[config.mk]
export PLATFORM = sky130hd
export DESIGN_NAME = shift_ctrl
export DESIGN_NICKNAME = d
export VERILOG_FILES = /design/src/rtl/shift_ctrl.sv
export SDC_FILE = /design/constraint.sdc
export NUM_CORES = 1
export LEC_CHECK = 0
export BUFFER_PORTS_ARGS = -buffer_cell sky130_fd_sc_hd__buf_2
export CORE_MARGIN = 2
export CORE_UTILIZATION = 50
export DETAILED_ROUTE_END_ITERATION = 10
export PLACE_DENSITY = 0.8
export SLEW_MARGIN = 20
export SYNTH_ARGS = -nofsm -noshare
export SYNTH_HDL_FRONTEND = slang
export SYNTH_SLANG_ARGS = --single-unit
[constraint.sdc]
create_clock -name clock_i -period 2.85 [get_ports clock_i]
set_clock_uncertainty 0.05 [all_clocks]
set_input_delay 0.285 -clock clock_i [delete_from_list [all_inputs] [get_ports clock_i]]
set_output_delay 0.285 -clock clock_i [all_outputs]
set_load 0.005 [all_outputs]
[src/rtl/shift_ctrl.sv]
// shift_ctrl: multi-cycle shift/rotate sequencer for the datapath ALU.
// One bit position per cycle; result and illegal flag are registered and
// only change on entry to DONE, so the ALU can latch them on done.
//
// state    | meaning
// ---------+--------------------------------------------------------------
// ST_IDLE  | waiting for start; busy=0, done=0; amount decoded here
// ST_SHIFT | work register moves one position per cycle, count decrements
// ST_DONE  | done=1 for one cycle with result/illegal just loaded
module shift_ctrl #(
  parameter int WIDTH = 32
) (
  input  logic             clock_i,
  input  logic             clear_i,
  input  logic             start_i,
  input  logic [2:0]       op_i,
  input  logic [WIDTH-1:0] a_i,
  input  logic [WIDTH-1:0] b_i,
  output logic             busy_o,
  output logic             done_o,
  output logic [WIDTH-1:0] result_o,
  output logic             illegal_o
);

  localparam logic [2:0] OP_SHR  = 3'b000;
  localparam logic [2:0] OP_SHRA = 3'b001;
  localparam logic [2:0] OP_SHL  = 3'b010;
  localparam logic [2:0] OP_ROR  = 3'b011;
  localparam logic [2:0] OP_ROL  = 3'b100;

  // Shift amounts saturate at the operand width; the count holds 0..32.
  localparam logic [WIDTH-1:0] SAT_AMOUNT = WIDTH'(32);
  localparam logic [5:0]       SAT_COUNT  = 6'd32;

  typedef enum logic [1:0] {
    ST_IDLE  = 2'd0,
    ST_SHIFT = 2'd1,
    ST_DONE  = 2'd2
  } state_t;

  state_t           state_q;
  logic [2:0]       op_q;
  logic [WIDTH-1:0] work_q;
  logic [5:0]       cnt_q;
  logic             busy_q;
  logic             done_q;
  logic [WIDTH-1:0] result_q;
  logic             illegal_q;

  logic             legal_d;
  logic             rotate_d;
  logic [5:0]       cnt_start_d;
  logic [WIDTH-1:0] step_d;

  // Decode the incoming op and amount into the starting count.
  // Negative amounts and illegal ops both collapse to a zero-length run,
  // which hands the operand straight back as the result.
  always_comb begin
    legal_d     = (op_i <= OP_ROL);
    rotate_d    = (op_i == OP_ROR) || (op_i == OP_ROL);
    cnt_start_d = 6'd0;
    if (legal_d && !b_i[WIDTH-1]) begin
      if (rotate_d) begin
        cnt_start_d = {1'b0, b_i[4:0]};
      end else if (b_i > SAT_AMOUNT) begin
        cnt_start_d = SAT_COUNT;
      end else begin
        cnt_start_d = b_i[5:0];
      end
    end
  end

  // One-position move of the work register for the latched op.
  always_comb begin
    step_d = work_q;
    case (op_q)
      OP_SHR:  step_d = {1'b0, work_q[WIDTH-1:1]};
      OP_SHRA: step_d = {work_q[WIDTH-1], work_q[WIDTH-1:1]};
      OP_SHL:  step_d = {work_q[WIDTH-2:0], 1'b0};
      OP_ROR:  step_d = {work_q[0], work_q[WIDTH-1:1]};
      OP_ROL:  step_d = {work_q[WIDTH-2:0], work_q[WIDTH-1]};
      default: step_d = work_q;
    endcase
  end

  // Sequencer FSM with registered busy/done/result/illegal.
  // Reset wins over everything, so an aborted run never produces done.
  always_ff @(posedge clock_i) begin
    if (!clear_i) begin
      state_q   <= ST_IDLE;
      op_q      <= OP_SHR;
      work_q    <= '0;
      cnt_q     <= 6'd0;
      busy_q    <= 1'b0;
      done_q    <= 1'b0;
      result_q  <= '0;
      illegal_q <= 1'b0;
    end else begin
      case (state_q)
        ST_IDLE: begin
          done_q <= 1'b0;
          if (start_i) begin
            op_q   <= op_i;
            work_q <= a_i;
            busy_q <= 1'b1;
            if (cnt_start_d == 6'd0) begin
              cnt_q     <= 6'd0;
              state_q   <= ST_DONE;
              done_q    <= 1'b1;
              result_q  <= a_i;
              illegal_q <= !legal_d;
            end else begin
              cnt_q   <= cnt_start_d;
              state_q <= ST_SHIFT;
            end
          end
        end

        ST_SHIFT: begin
          work_q <= step_d;
          cnt_q  <= cnt_q - 6'd1;
          if (cnt_q == 6'd1) begin
            state_q   <= ST_DONE;
            done_q    <= 1'b1;
            result_q  <= step_d;
            // only legal ops ever reach SHIFT
            illegal_q <= 1'b0;
          end
        end

        ST_DONE: begin
          done_q  <= 1'b0;
          busy_q  <= 1'b0;
          state_q <= ST_IDLE;
        end

        default: begin
          state_q <= ST_IDLE;
          busy_q  <= 1'b0;
          done_q  <= 1'b0;
        end
      endcase
    end
  end

  assign busy_o    = busy_q;
  assign done_o    = done_q;
  assign result_o  = result_q;
  assign illegal_o = illegal_q;

endmodule

# Word-level counts from Yosys, hierarchy flattened
# Index checks and enable logic that the tools add are counted.
classes:
  n_addsub: 1
  n_lt_le_gt_ge: 2
  n_eq_ne: 11
  mux: 27
  n_bitwise: 1
  n_reduce_logical: 13
op_table:
  columns: ["cell", "n"]
  rows:
  - ["$pmux W32 S5", 1]
  - ["$mux W32", 4]
  - ["$pmux W32 S2", 2]
  - ["$gt A32 B6 Y1 const B", 1]
  - ["$mux W6", 5]
  - ["$pmux W6 S2", 1]
  - ["$eq A3 B2 Y1 const B", 3]
  - ["$reduce_and A2 Y1", 4]
  - ["$mux W1", 7]
  - ["$eq A3 B3 Y1 const B", 2]
  - ["$eq A6 B1 Y1 const B", 1]
  - ["$logic_not A6 Y1", 1]
  - ["$mux W2", 3]
  - ["$ne A2 B2 Y1 const B", 3]
  - ["$pmux W1 S2", 3]
  - ["$sub A6 B1 Y6 const B", 1]
  - ["$pmux W2 S2", 1]
  - ["$reduce_and A4 Y1", 1]
  - ["$eq A3 B1 Y1 const B", 1]
  - ["$le A3 B3 Y1 const B", 1]
  - ["$logic_not A3 Y1", 1]
  - ["$eq A2 B1 Y1 const B", 1]
  - ["$logic_not A1 Y1", 2]
  - ["$logic_not A2 Y1", 1]
  - ["other kinds (4)", 4]
totals:
  regBits: 78
  in_bits: 70
  out_inout_bits: 35

# Logic depth before layout (Yosys ltp)
logic_depth:
  depth_word: 8
  mapped_depth: 9

# Least setup slack after synthesis
# No wires, ideal clock.
synth_timing:
  kind: "reg2reg"
  startpoint: "reg state_q[0]"
  endpoint: "reg result_q[23] (netlist: result_o[23])"
  arrival_ps: 1594
  path_slack_ps: 1126
  path_stages_with_launch: 9
  n_path_buf: 3
  cell_sequence: "dfxtp_1 > or3b_1 > buf_4 > o21ai_2 > o311a_2 > buf_6 > buf_8 > a21oi_2 > a211oi_2"
synth_via:
  elab_chain_len: 3
synth_rtl:
  columns: ["item", "line", "rtl"]
  rows:
  - ["start: declaration", "41", "state_t state_q;"]
  - ["start signal: assignment", "90", "state_q <= ST_IDLE;"]
  - ["start signal: assignment", "108", "state_q <= ST_DONE;"]
  - ["start signal: assignment", "114", "state_q <= ST_SHIFT;"]
  - ["$eq A2 B1 Y1 or $logic_not A2 Y1 (tied branches)", "99", "case (state_q)"]
  - ["$ne A2 B2 Y1 (no line) or $reduce_bool A2 Y1 (tied branches)", null, null]
  - ["$reduce_and A4 Y1 (no line)", null, null]
  - ["end signal: assignment", "110", "result_q <= a_i;"]
  - ["end signal: assignment", "125", "result_q <= step_d;"]
  - ["end: declaration", "47", "logic [WIDTH-1:0] result_q;"]
# Parallel ways exist; a longest one is shown, timed or not.
# A chain may end at the register's enable or synchronous reset.

# Final worst setup path
layout_timing:
  startpoint: "reg state_q[0]"
  endpoint: "reg result_q[30] (netlist: result_o[30])"
# Same word-level chain as after synthesis.

==> metrics <==
boundary pin count=105; portion of total power attributed to combinational logic=22.4%; number of antenna violations at the first check in global routing=0; critical-path maximum fanout=30; number of buffers created by CTS=9; Cells after Synth=496; leakage component of the power=0.00192 µW; relative slew slack=39.3%; post-CTS repair timing setup buffer count=0; status=completed; vias per cell=5.93; GRT Residual Overflow=0; depth of the CTS H-tree=3; distinct cell type count after synthesis=50; transition time of the tightest slew-check pin=0.908 ns; startpoint-to-endpoint class of the critical path=reg -> reg; global-route wire length before repair=17800 µm; post-layout min period=2.34 ns; maximum number of pins on one net before global-route repair=60; Net count, final=644; Wirelength per Cell=16.2 µm; EDFF count, synth=0; Post-Place Worst Slack=0.505 ns; number of warning messages in the yosys log=0; setup repair after global routing missed its margin=no; die height=95.9 µm; vias in the first global route=3766; Hold WC Path Type=in -> reg; source-to-sink clock delay at the later pin of the worst-skew pair=0.36 ns; met1 routed wirelength after detailed routing=4980 µm; NetSw=908 µW; post-layout util=60.1%; Initial DRC Count=142; share of flip-flops with an asynchronous set or reset=0%; Critical Path RT=3.09 ns; RD Place Congestion=0.840; share of total power in sequential cells=44.4%; number of buffers on the longest clock path=2; Core Footprint=0.00822 mm²; Worst Hold Depth=3; die outline width=95.9 µm; Largest stage delay, worst path=0.55 ns; gate family responsible for the most delay along the worst path=simple AND/OR/NAND/NOR gates; DRT Wirelength=11000 µm; maximum clock frequency=0.427 GHz; Seq cells post-synth=78; post-synthesis area per instance=8.51 µm²; max-cap check violation count=0; setup violation total in the final timing report=0; CTS tree=yes; remaining antenna violation count after routing=0; worst endpoint data arrival time=2.58 ns; Worst VDD drop=343 µV; Power per Cell Area=592 mW/mm²; Fin Setup TNS=0 ns; area overhead of the layout relative to synthesis=17.0%; effective utilization at floorplan=51.4%; worst-path cell with the longest stage delay=sky130_fd_sc_hd__or3b_1; Hold Violations, Final=0; sum of buffers and inverters on the critical path=0; depth of the worst register-to-register path=5; clock network power share=33.1%; most common library cell in the layout ignoring fill and taps=sky130_fd_sc_hd__buf_2; Resized cells post-CTS=0; critical path launch point type=flop; post-route worst setup slack=0.506 ns; buffers added on ports=104; critical path depth in cells=5; Total Routing Usage GR=24.7%; antenna diode count=0; fraction of final layout cells sized beyond drive strength 1=28.1%; total DRC errors in the routed layout=0; Synth Net Count=568; CTS sink count=78; Power Internal=2010 µW; part of the Yosys area used for sequential elements=37.0%; HPWL after DPL=7410 µm; switching fraction of total power=31.1%; final critical-path share of the clock period=82.2%; total via count in the routed design=4047; # rows=33; combined area of all synthesized cells=0.00422 mm²; number of hold buffers added after cts=0; metal3 WL=533 µm; area enclosed by the die boundary=0.00919 mm²; worst path cell trace=or3b_1 > o21ai_2 > o311a_2 > and2_4 > mux2i_1; number of max-slew violations in the final report=0; highest layer used for signal routing=met4; CTS root buffer=sky130_fd_sc_hd__clkbuf_8; most common flop cell mapped by yosys=sky130_fd_sc_hd__dfxtp_1; most used cells in the layout excluding fill and tap cells=104 x sky130_fd_sc_hd__buf_2, 78 x sky130_fd_sc_hd__a211oi_1, 77 x sky130_fd_sc_hd__dfxtp_1; clock transition time at the flip-flop clock pins of the worst setup and hold paths=0.08 ns; met2 wire length=5360 µm; drt pass-1 iters=4; type of destination of the critical path=flop
metal layers:
layer | up-vias | global-route usage [%]
met3 | 12 | 4.23
met1 | 1917 | 31.9
li1 | 2003 | -
met4 | 0 | 9.40
met2 | 115 | 41.4
met5 | - | 0
logic make-up after synthesis:
kind of cell	after synthesis	share of synthesized area [%]
flops	78	37.0
buf+inv	54	6.85
simple gates	142	16.0
fa+ha+maj	2	0.593
xor+xnor	2	0.415
mux	38	9.01
compound gates	180	30.1
cells in the mapped netlist, types with 3 or more instances:
cell	instances	area (µm²)
sky130_fd_sc_hd__o21a_1	4	30.0
sky130_fd_sc_hd__a211oi_2	10	125
sky130_fd_sc_hd__nor3_1	31	155
sky130_fd_sc_hd__a21oi_1	59	295
sky130_fd_sc_hd__o21ai_0	4	20.0
sky130_fd_sc_hd__mux2i_1	38	380
sky130_fd_sc_hd__buf_6	4	45.0
sky130_fd_sc_hd__a211oi_1	78	586
sky130_fd_sc_hd__a21oi_2	10	87.6
sky130_fd_sc_hd__nand2_1	27	101
sky130_fd_sc_hd__o221ai_1	3	26.3
sky130_fd_sc_hd__nor2_1	46	173
sky130_fd_sc_hd__clkbuf_1	22	82.6
sky130_fd_sc_hd__inv_1	5	18.8
sky130_fd_sc_hd__nand3_1	8	40.0
sky130_fd_sc_hd__nand2b_1	5	31.3
sky130_fd_sc_hd__buf_2	11	55.1
sky130_fd_sc_hd__nor4_1	8	50.1
sky130_fd_sc_hd__dfxtp_1	78	1560
sky130_fd_sc_hd__buf_4	7	52.6
tightest hold or removal path: stages:
cell and delay [ns]:
sky130_fd_sc_hd__buf_2 0.10, sky130_fd_sc_hd__nand3_1 0.06, sky130_fd_sc_hd__a21oi_1 0.06
per-stage QoR:
step                cell area (µm²)  total power [µW]  hold WS, ns  std cells
floorplan                      4220              1780        0.371        496
global placement               4710              1940        0.392        666
detailed placement             4710              1970        0.409        666
CTS                            4940              2920        0.145        682
global route                   4940              3060        0.152        682
finish                         4940              2920        0.144        682
power groups by stage:
stage | combinational, µW | sequential (µW) | clock (µW)
global route | 732 | 1310 | 1010
detailed placement | 651 | 1320 | 0
global placement | 628 | 1310 | 0
floorplan | 487 | 1300 | 0
finish | 656 | 1300 | 968
CTS | 656 | 1300 | 970
final timing paths:
path                startpoint      endpoint  slack (ns)
setup / recovery    state_q[0]  result_o[30]        0.51
hold / removal          b_i[2]      cnt_q[2]        0.14
setup reg to reg    state_q[0]  result_o[30]        0.51
hold reg to reg   result_o[29]  result_o[29]        0.42
sequential cells by signal, indices dropped and copies added (netlist names):
name	count
busy_o	1
cnt_q	6
done_o	1
illegal_o	1
op_q	3
result_o	32
state_q	2
work_q	32
layout make-up:
type / instances / area [µm²]
clock buffers: 11 / 151
flip-flops and latches: 78 / 1560
clock inverters: 5 / 81.3
inverters: 6 / 22.5
multi-input cells: 364 / 2390
repair buffers: 113 / 601
well taps: 105 / 131
fillers: 726 / 3280
No activity file was read; power rests on OpenSTA's default activity.
